===== config.mk =====
export PLATFORM = sky130hd
export DESIGN_NAME = freq_meas_sched
export DESIGN_NICKNAME = d
export VERILOG_FILES = /design/src/rtl/freq_meas_sched.sv
export SDC_FILE = /design/constraint.sdc
export NUM_CORES = 1
export LEC_CHECK = 0
export BUFFER_PORTS_ARGS = -buffer_cell sky130_fd_sc_hd__clkbuf_2
export CORE_ASPECT_RATIO = 1.5
export CORE_MARGIN = 3
export CORE_UTILIZATION = 35
export CTS_CLUSTER_DIAMETER = 120
export DETAILED_ROUTE_END_ITERATION = 6
export GPL_ROUTABILITY_DRIVEN = 0
export GPL_TIMING_DRIVEN = 1
export PLACE_DENSITY = 0.6
export SLEW_MARGIN = 5
export SYNTH_ARGS = -nofsm -noshare
export SYNTH_HDL_FRONTEND = slang
export SYNTH_SLANG_ARGS = --single-unit

===== constraint.sdc =====
create_clock -name I_ref_clk -period 6.5 [get_ports I_ref_clk]
set_input_delay 0.325 -clock I_ref_clk [delete_from_list [all_inputs] [get_ports I_ref_clk]]
set_output_delay 0.325 -clock I_ref_clk [all_outputs]
set_load 0.005 [all_outputs]

===== src/rtl/freq_meas_sched.sv =====
// Round-robin scheduler for one shared gated clock counter; scales counts to Hz.
// Optional FREQ_SCHED_AVG_EN: four gate passes per grant, averaged result.
module freq_meas_sched #(
    parameter int SEL_W      = 2,
    parameter int CW         = 32,
    parameter int GATE_CYC   = 100000,
    parameter int SETTLE_CYC = 8,
    parameter int SYNC_CYC   = 4,
    parameter int SCALE      = 1000
) (
    input  logic                  I_ref_clk,
    input  logic                  reset,
    input  logic                  I_enable,
    input  logic [2**SEL_W-1:0]   I_req,
    output logic                  O_busy,
    output logic [SEL_W-1:0]      O_sel,
    output logic                  O_cnt_clr,
    output logic                  O_gate,
    input  logic [CW-1:0]         I_count,
    output logic                  O_res_valid,
    input  logic                  I_res_ready,
    output logic [SEL_W-1:0]      O_res_ch,
    output logic [CW-1:0]         O_res_freq,
    output logic                  O_res_ovf
);
    localparam int N_CH = 2**SEL_W;
    localparam logic [31:0] SETTLE_LD = 32'(SETTLE_CYC - 1);
    localparam logic [31:0] GATE_LD   = 32'(GATE_CYC - 1);
    localparam logic [31:0] SYNC_LD   = 32'(SYNC_CYC - 1);
`ifdef FREQ_SCHED_AVG_EN
    localparam int ACC_W = CW + 2;
`else
    localparam int ACC_W = CW;
`endif

    typedef enum logic [2:0] {
        S_IDLE,
        S_SETTLE,
        S_GATE,
        S_HOLD,
        S_CAPTURE,
        S_RESULT
    } state_t;

    state_t           state_q, state_d;
    logic [31:0]      cnt_q, cnt_d;
    logic [SEL_W-1:0] sel_q, sel_d;
    logic [SEL_W-1:0] ptr_q, ptr_d;
    logic [ACC_W-1:0] acc_q, acc_d;
    logic [SEL_W-1:0] res_ch_q, res_ch_d;
    logic [CW-1:0]    res_freq_q, res_freq_d;
    logic             res_ovf_q, res_ovf_d;
`ifdef FREQ_SCHED_AVG_EN
    logic [1:0]       pass_q, pass_d;
`endif

    logic             gnt_vld;
    logic [SEL_W-1:0] gnt_ch;
    logic [SEL_W-1:0] cand;
    logic [CW-1:0]    scaled;
    logic [2*CW-1:0]  prod;

    // Descending scan so the lowest offset from the pointer wins.
    always_comb begin
        gnt_vld = 1'b0;
        gnt_ch  = '0;
        cand    = '0;
        for (int i = N_CH - 1; i >= 0; i--) begin
            cand = ptr_q + SEL_W'(i);
            if (I_req[cand]) begin
                gnt_vld = 1'b1;
                gnt_ch  = cand;
            end
        end
    end

    always_comb begin
`ifdef FREQ_SCHED_AVG_EN
        scaled = acc_q[ACC_W-1:2];
`else
        scaled = acc_q;
`endif
        prod = (2*CW)'(scaled) * (2*CW)'(SCALE);
    end

    always_comb begin
        state_d    = state_q;
        cnt_d      = cnt_q;
        sel_d      = sel_q;
        ptr_d      = ptr_q;
        acc_d      = acc_q;
        res_ch_d   = res_ch_q;
        res_freq_d = res_freq_q;
        res_ovf_d  = res_ovf_q;
`ifdef FREQ_SCHED_AVG_EN
        pass_d     = pass_q;
`endif
        unique case (state_q)
            S_IDLE: begin
                if (I_enable && gnt_vld) begin
                    state_d = S_SETTLE;
                    sel_d   = gnt_ch;
                    ptr_d   = gnt_ch + SEL_W'(1);
                    cnt_d   = SETTLE_LD;
                    acc_d   = '0;
`ifdef FREQ_SCHED_AVG_EN
                    pass_d  = '0;
`endif
                end
            end
            S_SETTLE: begin
                if (cnt_q == '0) begin
                    state_d = S_GATE;
                    cnt_d   = GATE_LD;
                end else begin
                    cnt_d = cnt_q - 32'd1;
                end
            end
            S_GATE: begin
                if (cnt_q == '0) begin
                    state_d = S_HOLD;
                    cnt_d   = SYNC_LD;
                end else begin
                    cnt_d = cnt_q - 32'd1;
                end
            end
            S_HOLD: begin
                if (cnt_q == '0) begin
                    acc_d   = acc_q + ACC_W'(I_count);
                    state_d = S_CAPTURE;
`ifdef FREQ_SCHED_AVG_EN
                    // One-cycle settle between passes clears the counter.
                    if (pass_q != 2'd3) begin
                        pass_d  = pass_q + 2'd1;
                        state_d = S_SETTLE;
                        cnt_d   = '0;
                    end
`endif
                end else begin
                    cnt_d = cnt_q - 32'd1;
                end
            end
            S_CAPTURE: begin
                state_d  = S_RESULT;
                res_ch_d = sel_q;
                if (|prod[2*CW-1:CW]) begin
                    res_freq_d = '1;
                    res_ovf_d  = 1'b1;
                end else begin
                    res_freq_d = prod[CW-1:0];
                    res_ovf_d  = 1'b0;
                end
            end
            S_RESULT: begin
                if (I_res_ready) state_d = S_IDLE;
            end
            default: state_d = S_IDLE;
        endcase
        if (!I_enable && (state_q == S_SETTLE || state_q == S_GATE ||
                          state_q == S_HOLD || state_q == S_CAPTURE)) begin
            state_d = S_IDLE;
        end
    end

    always_ff @(posedge I_ref_clk or posedge reset) begin
        if (reset) begin
            state_q    <= S_IDLE;
            cnt_q      <= '0;
            sel_q      <= '0;
            ptr_q      <= '0;
            acc_q      <= '0;
            res_ch_q   <= '0;
            res_freq_q <= '0;
            res_ovf_q  <= 1'b0;
`ifdef FREQ_SCHED_AVG_EN
            pass_q     <= '0;
`endif
        end else begin
            state_q    <= state_d;
            cnt_q      <= cnt_d;
            sel_q      <= sel_d;
            ptr_q      <= ptr_d;
            acc_q      <= acc_d;
            res_ch_q   <= res_ch_d;
            res_freq_q <= res_freq_d;
            res_ovf_q  <= res_ovf_d;
`ifdef FREQ_SCHED_AVG_EN
            pass_q     <= pass_d;
`endif
        end
    end

    assign O_busy      = (state_q != S_IDLE);
    assign O_sel       = sel_q;
    assign O_gate      = (state_q == S_GATE);
    assign O_cnt_clr   = (state_q == S_IDLE) || (state_q == S_SETTLE) ||
                         (state_q == S_RESULT);
    assign O_res_valid = (state_q == S_RESULT);
    assign O_res_ch    = res_ch_q;
    assign O_res_freq  = res_freq_q;
    assign O_res_ovf   = res_ovf_q;
endmodule


Word-level counts from Yosys, hierarchy flattened --
Cells that the tools add are included.
Storage, ports and cells: register bits 106, bits of input ports 40
Operators by class: add/sub/neg operators 6, multipliers 1, $lt $le $gt $ge 4, eq/ne operators 13, muxes and demuxes 33, reduce and logical (&&, ||, !) cells 18
Operators by type and width (number):
- $mux 32 | 7
- $pmux 32 s4 | 1
- $pmux 32 s2 | 1
- $mul 32x7->39 const B | 1
- $add 32x32->32 | 1
- $logic_not 32->1 | 1
- $sub 32x1->32 const B | 1
- $mux 3 | 6
- $pmux 3 s6 | 1
- $lt 2x3->1 const B | 4
- $reduce_or 10->1 | 1
- $mux 1 | 9
- $bmux 1 s2 | 4
- $mux 2 | 4
- $eq 3x2->1 const B | 2
- $eq 3x3->1 const B | 2
- $ne 2x2->1 const B | 3
- $ne 3x1->1 const B | 2
- $ne 3x2->1 const B | 2
- $reduce_and 3->1 | 2
- $logic_or 1x1->1 | 5
- $reduce_and 5->1 | 1
- $add 2x1->2 const B | 2
- $add 2x2->2 const B | 2
- other kinds (9) | 10

Longest topological paths before layout --
Gate-level depths: netlist of run 1.
word-level depth 11, gate-level depth with buffers 21, gate-level depth less buffers 19

Worst setup path after synthesis of run 1 --
Ideal clock, no wire load.
path type flip-flop to flip-flop, start point register acc_q[5], end point register res_freq_q[3], in the netlist O_res_freq[3], library setup time 0.077 ns, data arrival time 5.231 ns, path slack 1.192 ns, cell stages (with the launch flop) 19, period minus slack after synthesis 5.308 ns, cell sequence dfrtp_1 > inv_1 > fa_1 > fa_1 > fa_1 > inv_1 > fa_1 > ha_1 > a211o_1 > or3_1 > o211a_1 > a31oi_4 > o311a_2 > nor4_1 > o31a_1 > o2111ai_1 > and4bb_2 > buf_2 > a21oi_1
On the way: word-level cells in the longest chain between the ends 3
RTL lines:
- start, declared | line 49 | logic [ACC_W-1:0] acc_q, acc_d;
- start signal, assigned | line 171 | acc_q <= '0;
- start signal, assigned | line 183 | acc_q <= acc_d;
- $mul 32x7->39 | line 83 | prod = (2*CW)'(scaled) * (2*CW)'(SCALE);
- $reduce_or 10->1 | line 146 | if (|prod[2*CW-1:CW]) begin
- $mux 32 | line 146
- end signal, assigned | line 185 | res_freq_q <= res_freq_d;
- end, declared | line 51 | logic [CW-1:0] res_freq_q, res_freq_d;
Every way passes these cells. A chain may end at the register's enable or synchronous reset.

Worst setup path in the final report of run 1 --
start point register acc_q[1], end point register res_freq_q[4], in the netlist O_res_freq[4]
On the way: word-level cells in the longest chain between the ends 3
RTL lines (line):
- $mul 32x7->39 * | 83
- $reduce_or 10->1 | 146
- $mux 32 * | 146
Every way passes the cells marked *; elsewhere a longest branch is shown, timed or not.

==> results.sh, run 1 <==
export IMPL_reg2regPathDepth=18
export IMPL_relSlewSlack_pct=24.3
export IMPL_antennaDiodeCount=0
export IMPL_crit_slowest_cell="fa_1"
export IMPL_synth_area_leaders="dfrtp_1 (22%), fa_1 (21%), ha_1 (13%)"
export IMPL_syn_area_um2=11500
export IMPL_cts_tree="built"
export IMPL_synth_top_cell_by_area="dfrtp_1"
export IMPL_cp_num_buf_inv=3
export IMPL_core_area_um2=32100
export IMPL_dp_cells=1746
export IMPL_num_io_pins=81
export IMPL_drtAntennaViolNets=0
export IMPL_rows=80
export IMPL_cts_hold_buf=0
export IMPL_rsz0062_at_grt="false"
export IMPL_fmax_mhz=169
export IMPL_slowest_delay_ns=0.60
export IMPL_vias=9068
export IMPL_synth_top_cell_area_share_pct=22.4
export IMPL_die_h_um=228
export IMPL_synth_flop_cell="dfrtp_1"
export IMPL_worstPathRequired_ns=6.73
export IMPL_antenna_found_initial=0
export IMPL_start_kind="register"
export IMPL_synth_nets=1570
export IMPL_slew_viol_final=0
export IMPL_track_usage_pct=15.6
export IMPL_critical_path_cell_chain="inv_1, fa_1, fa_1, fa_1, inv_1, fa_1, ha_1, a21o_1, o2bb2ai_1, o211a_1, a31oi_4, o311a_2, nor4_1, o31a_1, o2111ai_1, and4bb_2, buf_4, a21oi_1"
export IMPL_hold_violations=0
export IMPL_grt_overflow=0
export IMPL_status="completed"
export IMPL_r2r_end="O_res_freq[4]$_DFFE_PP0N_"
export IMPL_numCtsBuffers=9
export IMPL_worstPathMaxFanout=30
export IMPL_ys_seq_area_share_pct=22.4
export IMPL_period_share_pct=90.9
export IMPL_dr_pass1_iters=5
export IMPL_rr_startpoint="acc_q[1]$_DFFE_PP0P_"
export IMPL_drive_gt1_share_pct=8.73
export IMPL_maxCapViolCount=0
export IMPL_htreeDepth=3
export IMPL_grt_max_degree=65
export IMPL_drt_wirelength_per_cell_um=15.0
export IMPL_io_buffers=80
export IMPL_p_leak_nw=5.78
export IMPL_clockBufferDepth=2
export IMPL_drc=0
export IMPL_avgSynthCellArea_um2=8.89
export IMPL_finalClockSkew_ns=0.00856
export IMPL_layout_commonest_cell="inv_1"
export IMPL_cts_root_buf="clkbuf_16"
export IMPL_cp_end_kind="register"
export IMPL_hp_class="in -> async"
export IMPL_dieArea_um2=35100
export IMPL_syn2layout_area_growth_pct=8.99
export IMPL_path_clk_slew_ns=0.07
export IMPL_drtIter0Drc=437
export IMPL_cts_repair_resized=0
export IMPL_grt_first_pass_wirelength_um=45800
export IMPL_postSynthCellCount=1293
export IMPL_num_fill_cells=3275
export IMPL_critPathArrivalTime_ns=6.14
export IMPL_synth_distinct_cells=74
export IMPL_synth_edff_count=0
export IMPL_setup_viol=0
export IMPL_cpMostUsedCell="fa_1"
export IMPL_final_cell_mix="inv_1 (193), a21oi_1 (124), fa_1 (119)"
export IMPL_fin_tns_setup_ns=0
export IMPL_yosys_warnings=0
export IMPL_finalNonFillerCells=1762
export IMPL_cts_setup_buffers=0
export IMPL_crit_family="adder cells"
export IMPL_die_width_um=154
export IMPL_synthArstFlopShare_pct=100
export IMPL_dpl_hpwl_um=21600
export IMPL_viasPerCell=5.15
export IMPL_worst_pin_slew_ns=1.14
export IMPL_initial_core_util_pct=35.8
export IMPL_crit_start="acc_q[1]$_DFFE_PP0P_"
export IMPL_fin_crit_ns=5.91
export IMPL_grt_pass1_vias=9466
export IMPL_ys_ff_latch=103
export IMPL_clk_insertion_delay_late_ns=0.37
export IMPL_drt_wl_total_um=26400
export IMPL_criticalPathCategory="reg -> reg"
export IMPL_p_per_area_nw_per_um2=130
export IMPL_power_mw=1.63
export IMPL_cts_num_sinks=103
export IMPL_ir_drop_v=0.000128
export IMPL_num_nets_final=1624
export IMPL_rrSetupSlack_ns=0.59
## logic make-up (layout without fill, tap and decap cells)
kind of cell / count (synthesis) / in the layout / share of synthesized area (%)
AO/OA/AOI/OAI: 326 / 326 / 17.0
AND/OR/NAND/NOR: 318 / 318 / 13.3
adder cells (fa/ha/maj): 237 / 237 / 33.6
buffers and inverters: 235 / 294 / 8.00
flip-flops: 103 / 103 / 22.4
XOR/XNOR: 72 / 72 / 5.49
multiplexers: 2 / 2 / 0.185
## layer usage
| layer | vias up | GRT usage [%] | part of all wire (%) |
|---|---|---|---|
| met3 | 34 | 2.56 | 2.9 |
| met1 | 4409 | 20.0 | 46 |
| met4 | 0 | 4.56 | 1.9 |
| li1 | 4489 | - | - |
| met2 | 136 | 27.0 | 50 |
| met5 | - | 0 | 0 |
## flip-flops by register name, indices dropped and copies added, names as in the netlist
name,flops
ptr_q,2
O_res_ch,2
state_q,3
O_sel,2
O_res_freq,30
acc_q,32
cnt_q,32
## Yosys cell counts, types with 3 or more instances
library cell  instances
and3_1                3
or4_1                 3
nand3_1              55
o22a_1                6
nor2_1              101
nor3_1               21
nor2b_1               7
buf_2                 6
dfrtp_1             103
fa_1                119
o21ai_0              96
o21a_1                3
buf_4                 4
o21bai_1             16
xnor2_1              36
a21oi_1             124
nand2b_1              4
a31oi_1              10
a221oi_1              3
clkbuf_1             26
o41ai_1               3
buf_1                 3
a211oi_1              4
nor3b_1               3
nand2_1              67
a21boi_0              5
nand4_1              12
and2_1                4
nor4_1                8
a21o_1               15
ha_1                118
a22oi_1               3
or2_2                 3
or3_1                14
xor2_1               36
inv_1               194
o211ai_1              8
o31ai_1               5
## where the power goes
part	leakage, nW	internal (mW)	total (mW)	switching [mW]
sequential	1.41	0.687	0.741	0.0532
combinational	4.24	0.133	0.369	0.236
clock	0.127	0.264	0.522	0.259
## final cells by class
cell class	instances	area, um^2	share of cell area, %
multi-input combinational	955	8000	63.9
clock buffer	11	233	1.86
sequential	103	2580	20.6
clock inverter	5	41.3	0.330
tap	410	513	4.10
inverter	194	731	5.83
timing repair buffer	84	430	3.44
## metrics by stage
stage | hold WS (ns) | instance area (um^2) | setup WS (ns) | utilization (%)
2_1_floorplan | 0.467 | 11500 | 1.19 | -
3_3_place_gp | 0.461 | 12300 | 0.765 | 38.1
3_5_place_dp | 0.467 | 12300 | 0.647 | 38.1
4_1_cts | 0.0781 | 12500 | 0.611 | 39.0
5_1_grt | 0.109 | 12500 | 0.237 | 39.0
6_report | 0.0473 | 12500 | 0.594 | 39.0
## how the worst max path moves through the flow
stage	depth (start not counted)	end	slack, ns
6_report	18	O_res_freq[4]$_DFFE_PP0N_	0.59
5_1_grt	18	O_res_freq[4]$_DFFE_PP0N_	0.24
4_1_cts	18	O_res_freq[4]$_DFFE_PP0N_	0.61
3_5_place_dp	18	O_res_freq[4]$_DFFE_PP0N_	0.65
3_3_place_gp	18	O_res_freq[4]$_DFFE_PP0N_	0.77
2_1_floorplan	18	O_res_freq[3]$_DFFE_PP0N_	1.19
Power figures use the tool's default switching activity.
==> run 2, diff against run 1 <==
--- a/config.mk
+++ b/config.mk
@@ -6,7 +6,6 @@
 export NUM_CORES = 1
 export LEC_CHECK = 0
 export BUFFER_PORTS_ARGS = -buffer_cell sky130_fd_sc_hd__clkbuf_2
-export CORE_ASPECT_RATIO = 1.5
 export CORE_MARGIN = 3
 export CORE_UTILIZATION = 35
 export CTS_CLUSTER_DIAMETER = 120
==> constraint.sdc (replaced) <==
create_clock -name I_ref_clk -period 7.38 [get_ports I_ref_clk]
set_input_delay 0.369 -clock I_ref_clk [delete_from_list [all_inputs] [get_ports I_ref_clk]]
set_output_delay 0.369 -clock I_ref_clk [all_outputs]
set_load 0.005 [all_outputs]
==> results.sh, run 2 (same netlist as run 1, synthesis figures left out) <==
export IMPL_status="completed"
export IMPL_path_clk_slew_ns=0.08
export IMPL_period_share_pct=82.4
export IMPL_drt_wl_total_um=26600
export IMPL_final_cell_mix="inv_1 (193), a21oi_1 (124), fa_1 (119)"
export IMPL_finalClockSkew_ns=0.0130
export IMPL_cts_hold_buf=0
export IMPL_rows=65
export IMPL_worstPathRequired_ns=7.59
export IMPL_die_h_um=187
export IMPL_grt_overflow=0
export IMPL_power_mw=1.48
export IMPL_place_area_um2=12300
export IMPL_layout_commonest_cell="inv_1"
export IMPL_initial_core_util_pct=36.0
export IMPL_track_usage_pct=15.9
export IMPL_ir_drop_v=0.000116
export IMPL_num_io_pins=81
export IMPL_slew_viol_final=0
export IMPL_maxCapViolCount=0
export IMPL_clk_insertion_delay_late_ns=0.36
export IMPL_core_area_um2=32000
export IMPL_vias=9106
export IMPL_rr_startpoint="acc_q[1]$_DFFE_PP0P_"
export IMPL_dieArea_um2=35000
export IMPL_viasPerCell=5.10
export IMPL_whs_ns=0.0294
export IMPL_syn2layout_area_growth_pct=9.44
export IMPL_critPathArrivalTime_ns=6.29
export IMPL_grt_pass1_vias=9355
export IMPL_fmax_mhz=164
export IMPL_crit_start="acc_q[1]$_DFFE_PP0P_"
export IMPL_rsz0062_at_grt="false"
export IMPL_worst_pin_slew_ns=1.12
export IMPL_p_per_area_nw_per_um2=118
export IMPL_drtAntennaViolNets=0
export IMPL_fin_tns_setup_ns=0
export IMPL_cp_end_kind="register"
export IMPL_io_buffers=80
export IMPL_dr_pass1_iters=5
export IMPL_num_nets_final=1622
export IMPL_drtIter0Drc=447
export IMPL_dpl_hpwl_um=21200
export IMPL_drt_wirelength_per_cell_um=14.9
export IMPL_cts_tree="built"
export IMPL_antenna_found_initial=1
export IMPL_cts_num_sinks=103
export IMPL_criticalPathCategory="reg -> reg"
export IMPL_grt_first_pass_wirelength_um=46900
export IMPL_start_kind="register"
export IMPL_finish_instance_area_um2=12600
export IMPL_cts_root_buf="clkbuf_16"
export IMPL_numCtsBuffers=9
export IMPL_p_leak_nw=5.79
export IMPL_grt_max_degree=65
export IMPL_clockBufferDepth=2
export IMPL_num_fill_cells=3265
export IMPL_cts_repair_resized=0
export IMPL_fin_crit_ns=6.08
export IMPL_worstPathMaxFanout=30
export IMPL_htreeDepth=3
export IMPL_cts_setup_buffers=0
export IMPL_setup_viol=0
export IMPL_hp_class="in -> async"
export IMPL_relSlewSlack_pct=25.5
export IMPL_drc=0
export IMPL_hold_violations=0
export IMPL_die_width_um=187
export IMPL_drive_gt1_share_pct=8.67
==> run 2: final cells by class <==
class                   count  area, um^2  area share [%]
clock inverters             5        63.8           0.507
diodes                      1        2.50          0.0199
inverters                 194         731            5.81
repair buffers             82         415            3.30
multi-input cells         955        8000            63.6
well taps                 435         544            4.33
flip-flops and latches    103        2580            20.5
clock buffers              11         243            1.93
==> run 2: worst paths after layout <==
kind / depth (start not counted) / slack [ns] / to
setup / recovery: 17 / 1.30 / O_res_freq[13]$_DFFE_PP0N_
hold / removal: 2 / 0.03 / ptr_q[0]$_DFFE_PP0P_
setup reg to reg: 17 / 1.30 / O_res_freq[13]$_DFFE_PP0N_
hold reg to reg: 2 / 0.47 / O_res_ch[0]$_DFFE_PP0N_
max in group asynchronous: 3 / 6.11 / cnt_q[12]$_DFFE_PP0P_
min in group I_ref_clk: 4 / 0.32 / state_q[2]$_DFFE_PP0P_
==> run 2: worst max-delay path, stage by stage, from the launching register on <==
cell and delay (ns):
dfrtp_1 0.51, inv_1 0.13, fa_1 0.58, fa_1 0.46, fa_1 0.52, inv_1 0.06, fa_1 0.46, ha_1 0.39
a21o_1 0.17, o2bb2ai_1 0.16, o211a_1 0.31, a31oi_4 0.14, o311a_2 0.40, nor4_1 0.39, o31a_1 0.20, o2111ai_1 0.12
and4bb_2 0.75, a21oi_1 0.14
==> run 2: metal layers <==
metal,routed length (um),up-vias,share of wire (%),global-route usage (%)
li1,-,4480,-,-
met1,12800,4439,48,21.8
met2,12400,153,47,26.6
met3,853,34,3.2,2.06
met4,599,0,2.3,4.25
met5,0,-,0,0
==> run 2: through the flow <==
stage	std cells	worst slack [ns]	util [%]
after CTS	1785	1.31	39.3
after global placement	1769	1.47	38.4
after detailed placement	1769	1.32	38.4
after global routing	1786	0.794	39.4
final	1786	1.30	39.4
after floorplan	1293	2.07	-
==> run 2: power breakdown <==
part | internal (mW) | switching (mW)
combinational | 0.117 | 0.200
clock | 0.278 | 0.242
sequential | 0.605 | 0.0416
==> run 3, diff against run 2 <==
--- a/config.mk
+++ b/config.mk
@@ -5,6 +5,7 @@
 export SDC_FILE = /design/constraint.sdc
 export NUM_CORES = 1
 export LEC_CHECK = 0
+export ABC_AREA = 1
 export BUFFER_PORTS_ARGS = -buffer_cell sky130_fd_sc_hd__clkbuf_2
 export CORE_MARGIN = 3
 export CORE_UTILIZATION = 35
==> constraint.sdc (replaced) <==
create_clock -name I_ref_clk -period 6.1 [get_ports I_ref_clk]
set_input_delay 0.305 -clock I_ref_clk [delete_from_list [all_inputs] [get_ports I_ref_clk]]
set_output_delay 0.305 -clock I_ref_clk [all_outputs]
set_load 0.005 [all_outputs]
==> results.sh, run 3 <==
export IMPL_start_kind="register"
export IMPL_dpl_hpwl_um=29100
export IMPL_num_io_pins=81
export IMPL_synth_distinct_cells=50
export IMPL_synth_compound_area_share_pct=8.49
export IMPL_cts_repair_resized=0
export IMPL_worstPathRequired_ns=6.36
export IMPL_synth_top_cell_area_share_pct=19.5
export IMPL_initial_core_util_pct=35.8
export IMPL_vias=11500
export IMPL_antenna_found_initial=0
export IMPL_cts_hold_buf=0
export IMPL_hp_class="in -> async"
export IMPL_final_cell_mix="nand2_1 (469), inv_1 (363), nor2_1 (156)"
export IMPL_path_clk_slew_ns=0.08
export IMPL_cts_num_sinks=103
export IMPL_syn_area_um2=13200
export IMPL_drtIter0Drc=664
export IMPL_drtAntennaViolNets=0
export IMPL_synth_most_common_cell="nand2_1"
export IMPL_viasPerCell=4.81
export IMPL_htreeDepth=3
export IMPL_period_share_pct=89.1
export IMPL_clk_insertion_delay_late_ns=0.38
export IMPL_cts_setup_buffers=0
export IMPL_antennaDiodeCount=0
export IMPL_num_fill_cells=3933
export IMPL_finish_instance_area_um2=14400
export IMPL_synth_area_leaders="dfrtp_1 (19%), fa_1 (18%), nand2_1 (13%)"
export IMPL_finalNonFillerCells=2396
export IMPL_worstPathMaxFanout=30
export IMPL_drt_wirelength_per_cell_um=14.6
export IMPL_maxCapViolCount=0
export IMPL_crit_start="acc_q[23]$_DFFE_PP0P_"
export IMPL_rsz0062_at_grt="false"
export IMPL_drc=0
export IMPL_synth_common_cells="nand2_1 (469), inv_1 (364), nor2_1 (156)"
export IMPL_dp_cells=2380
export IMPL_yosys_warnings=0
export IMPL_whs_ns=0.0124
export IMPL_slew_viol_final=0
export IMPL_fmax_mhz=184
export IMPL_relSlewSlack_pct=37.0
export IMPL_grt_first_pass_wirelength_um=58500
export IMPL_numCtsBuffers=9
export IMPL_grt_max_degree=55
export IMPL_drive_gt1_share_pct=8.56
export IMPL_track_usage_pct=17.7
export IMPL_synth_top_family_by_area="adder cells"
export IMPL_grt_overflow=0
export IMPL_hold_violations=0
export IMPL_ys_ff_latch=103
export IMPL_status="completed"
export IMPL_dr_pass1_iters=6
export IMPL_drt_wl_total_um=34900
export IMPL_io_buffers=80
export IMPL_fin_crit_ns=5.44
export IMPL_pre_cts_ws_ns=0.736
export IMPL_p_leak_nw=7.77
export IMPL_synthAdderAreaFrac_pct=29.2
export IMPL_die_h_um=200
export IMPL_fin_tns_setup_ns=0
export IMPL_cts_tree="built"
export IMPL_core_area_um2=37000
export IMPL_cts_root_buf="clkbuf_16"
export IMPL_cp_end_kind="register"
export IMPL_synth_simple_area_share_pct=26.9
export IMPL_avgSynthCellArea_um2=7.26
export IMPL_synth_nets=2099
export IMPL_dieArea_um2=40100
export IMPL_finalClockSkew_ns=0.00940
export IMPL_critPathArrivalTime_ns=5.70
export IMPL_worst_pin_slew_ns=0.943
export IMPL_postSynthCellCount=1822
export IMPL_synth_top_cell_by_area="dfrtp_1"
export IMPL_muxShareOfSynthArea_pct=0
export IMPL_yosys_area_share_xor_xnor_pct=3.78
export IMPL_place_area_um2=14100
export IMPL_synth_flop_cell="dfrtp_1"
export IMPL_setup_viol=0
export IMPL_rr_startpoint="acc_q[23]$_DFFE_PP0P_"
export IMPL_die_width_um=200
export IMPL_rrSetupSlack_ns=0.66
export IMPL_ir_drop_v=0.000139
export IMPL_num_nets_final=2164
export IMPL_ys_seq_area_share_pct=19.5
export IMPL_layout_commonest_cell="nand2_1"
export IMPL_clockBufferDepth=2
export IMPL_p_per_area_nw_per_um2=170
export IMPL_synth_edff_count=0
export IMPL_syn2layout_area_growth_pct=8.81
export IMPL_criticalPathCategory="reg -> reg"
export IMPL_grt_pass1_vias=11300
export IMPL_fin_ws_ns=0.663
export IMPL_synthArstFlopShare_pct=100
export IMPL_rows=70
run 3: cell count changes after synthesis, sizes merged, moves of 8 or more:
cell,before,now
xnor2,36,26
a21oi,126,81
nor2,101,171
or3,15,0
inv,194,375
nand2,67,492
nand4,12,42
o21bai,16,8
o22ai,1,24
o21ai,98,65
a21o,15,2
buf,15,25
clkbuf,26,5
run 3: final timing paths:
| check | endpoint | cells past startpoint |
|---|---|---|
| max | O_res_freq[15]$_DFFE_PP0N_ | 21 |
| min | O_res_freq[27]$_DFFE_PP0N_ | 2 |
| max reg2reg | O_res_freq[15]$_DFFE_PP0N_ | 21 |
| min reg2reg | O_res_freq[21]$_DFFE_PP0N_ | 2 |
| max in group asynchronous | cnt_q[19]$_DFFE_PP0P_ | 3 |
| min in group I_ref_clk | state_q[2]$_DFFE_PP0P_ | 2 |
run 3: area by class of cell:
cell class	instances	area [um^2]	share of cell area [%]
Multi-Input combinational cell	1313	9040	62.8
Sequential cell	103	2580	17.9
Inverter	376	1410	9.83
Tap cell	504	631	4.38
Timing Repair Buffer	84	430	2.99
Clock buffer	10	229	1.59
Clock inverter	6	68.8	0.478
run 3: where the power goes:
group / switching [mW] / total (mW) / internal (mW)
clock network: 0.289 / 0.610 / 0.321
logic: 0.568 / 0.890 / 0.322
registers: 0.115 / 0.941 / 0.826
total: 0.972 / 2.44 / 1.47
run 3: per-stage QoR:
step / total power, mW / util (%)
6_report: 2.44 / 38.9
5_1_grt: 2.64 / 38.9
4_1_cts: 2.48 / 38.9
3_5_place_dp: 1.85 / 38.1
3_3_place_gp: 1.84 / 38.1
2_1_floorplan: 1.56 / -
run 3: cell families (layout without fill, tap and decap cells):
logic type	count (synthesis)	count (layout)
compound gates	202	202
simple gates	817	817
fa+ha+maj	237	237
xor+xnor	57	57
buf+inv	406	476
flops	103	103
run 3: routing by layer:
metal / global-route usage (%) / vias to the layer above / routed length (um)
li1: - / 5816 / -
met1: 26.5 / 5409 / 17800
met2: 26.9 / 257 / 14800
met3: 2.58 / 42 / 1560
met4: 4.47 / 0 / 671
met5: 0 / - / 0
run 3: worst max-delay path: stages (launching register included):
cell,delay [ns]
dfrtp_1,0.51
inv_1,0.22
fa_1,0.52
fa_1,0.54
inv_1,0.05
fa_1,0.52
inv_1,0.05
fa_1,0.51
inv_1,0.05
ha_1,0.39
nand2_1,0.09
nand2_1,0.11
a21oi_1,0.28
nand2_1,0.13
a21oi_1,0.18
nand3b_1,0.09
nand2_1,0.08
nand2_2,0.07
nor2_4,0.54
nand4_1,0.21
nand2_1,0.10
nand2_1,0.06
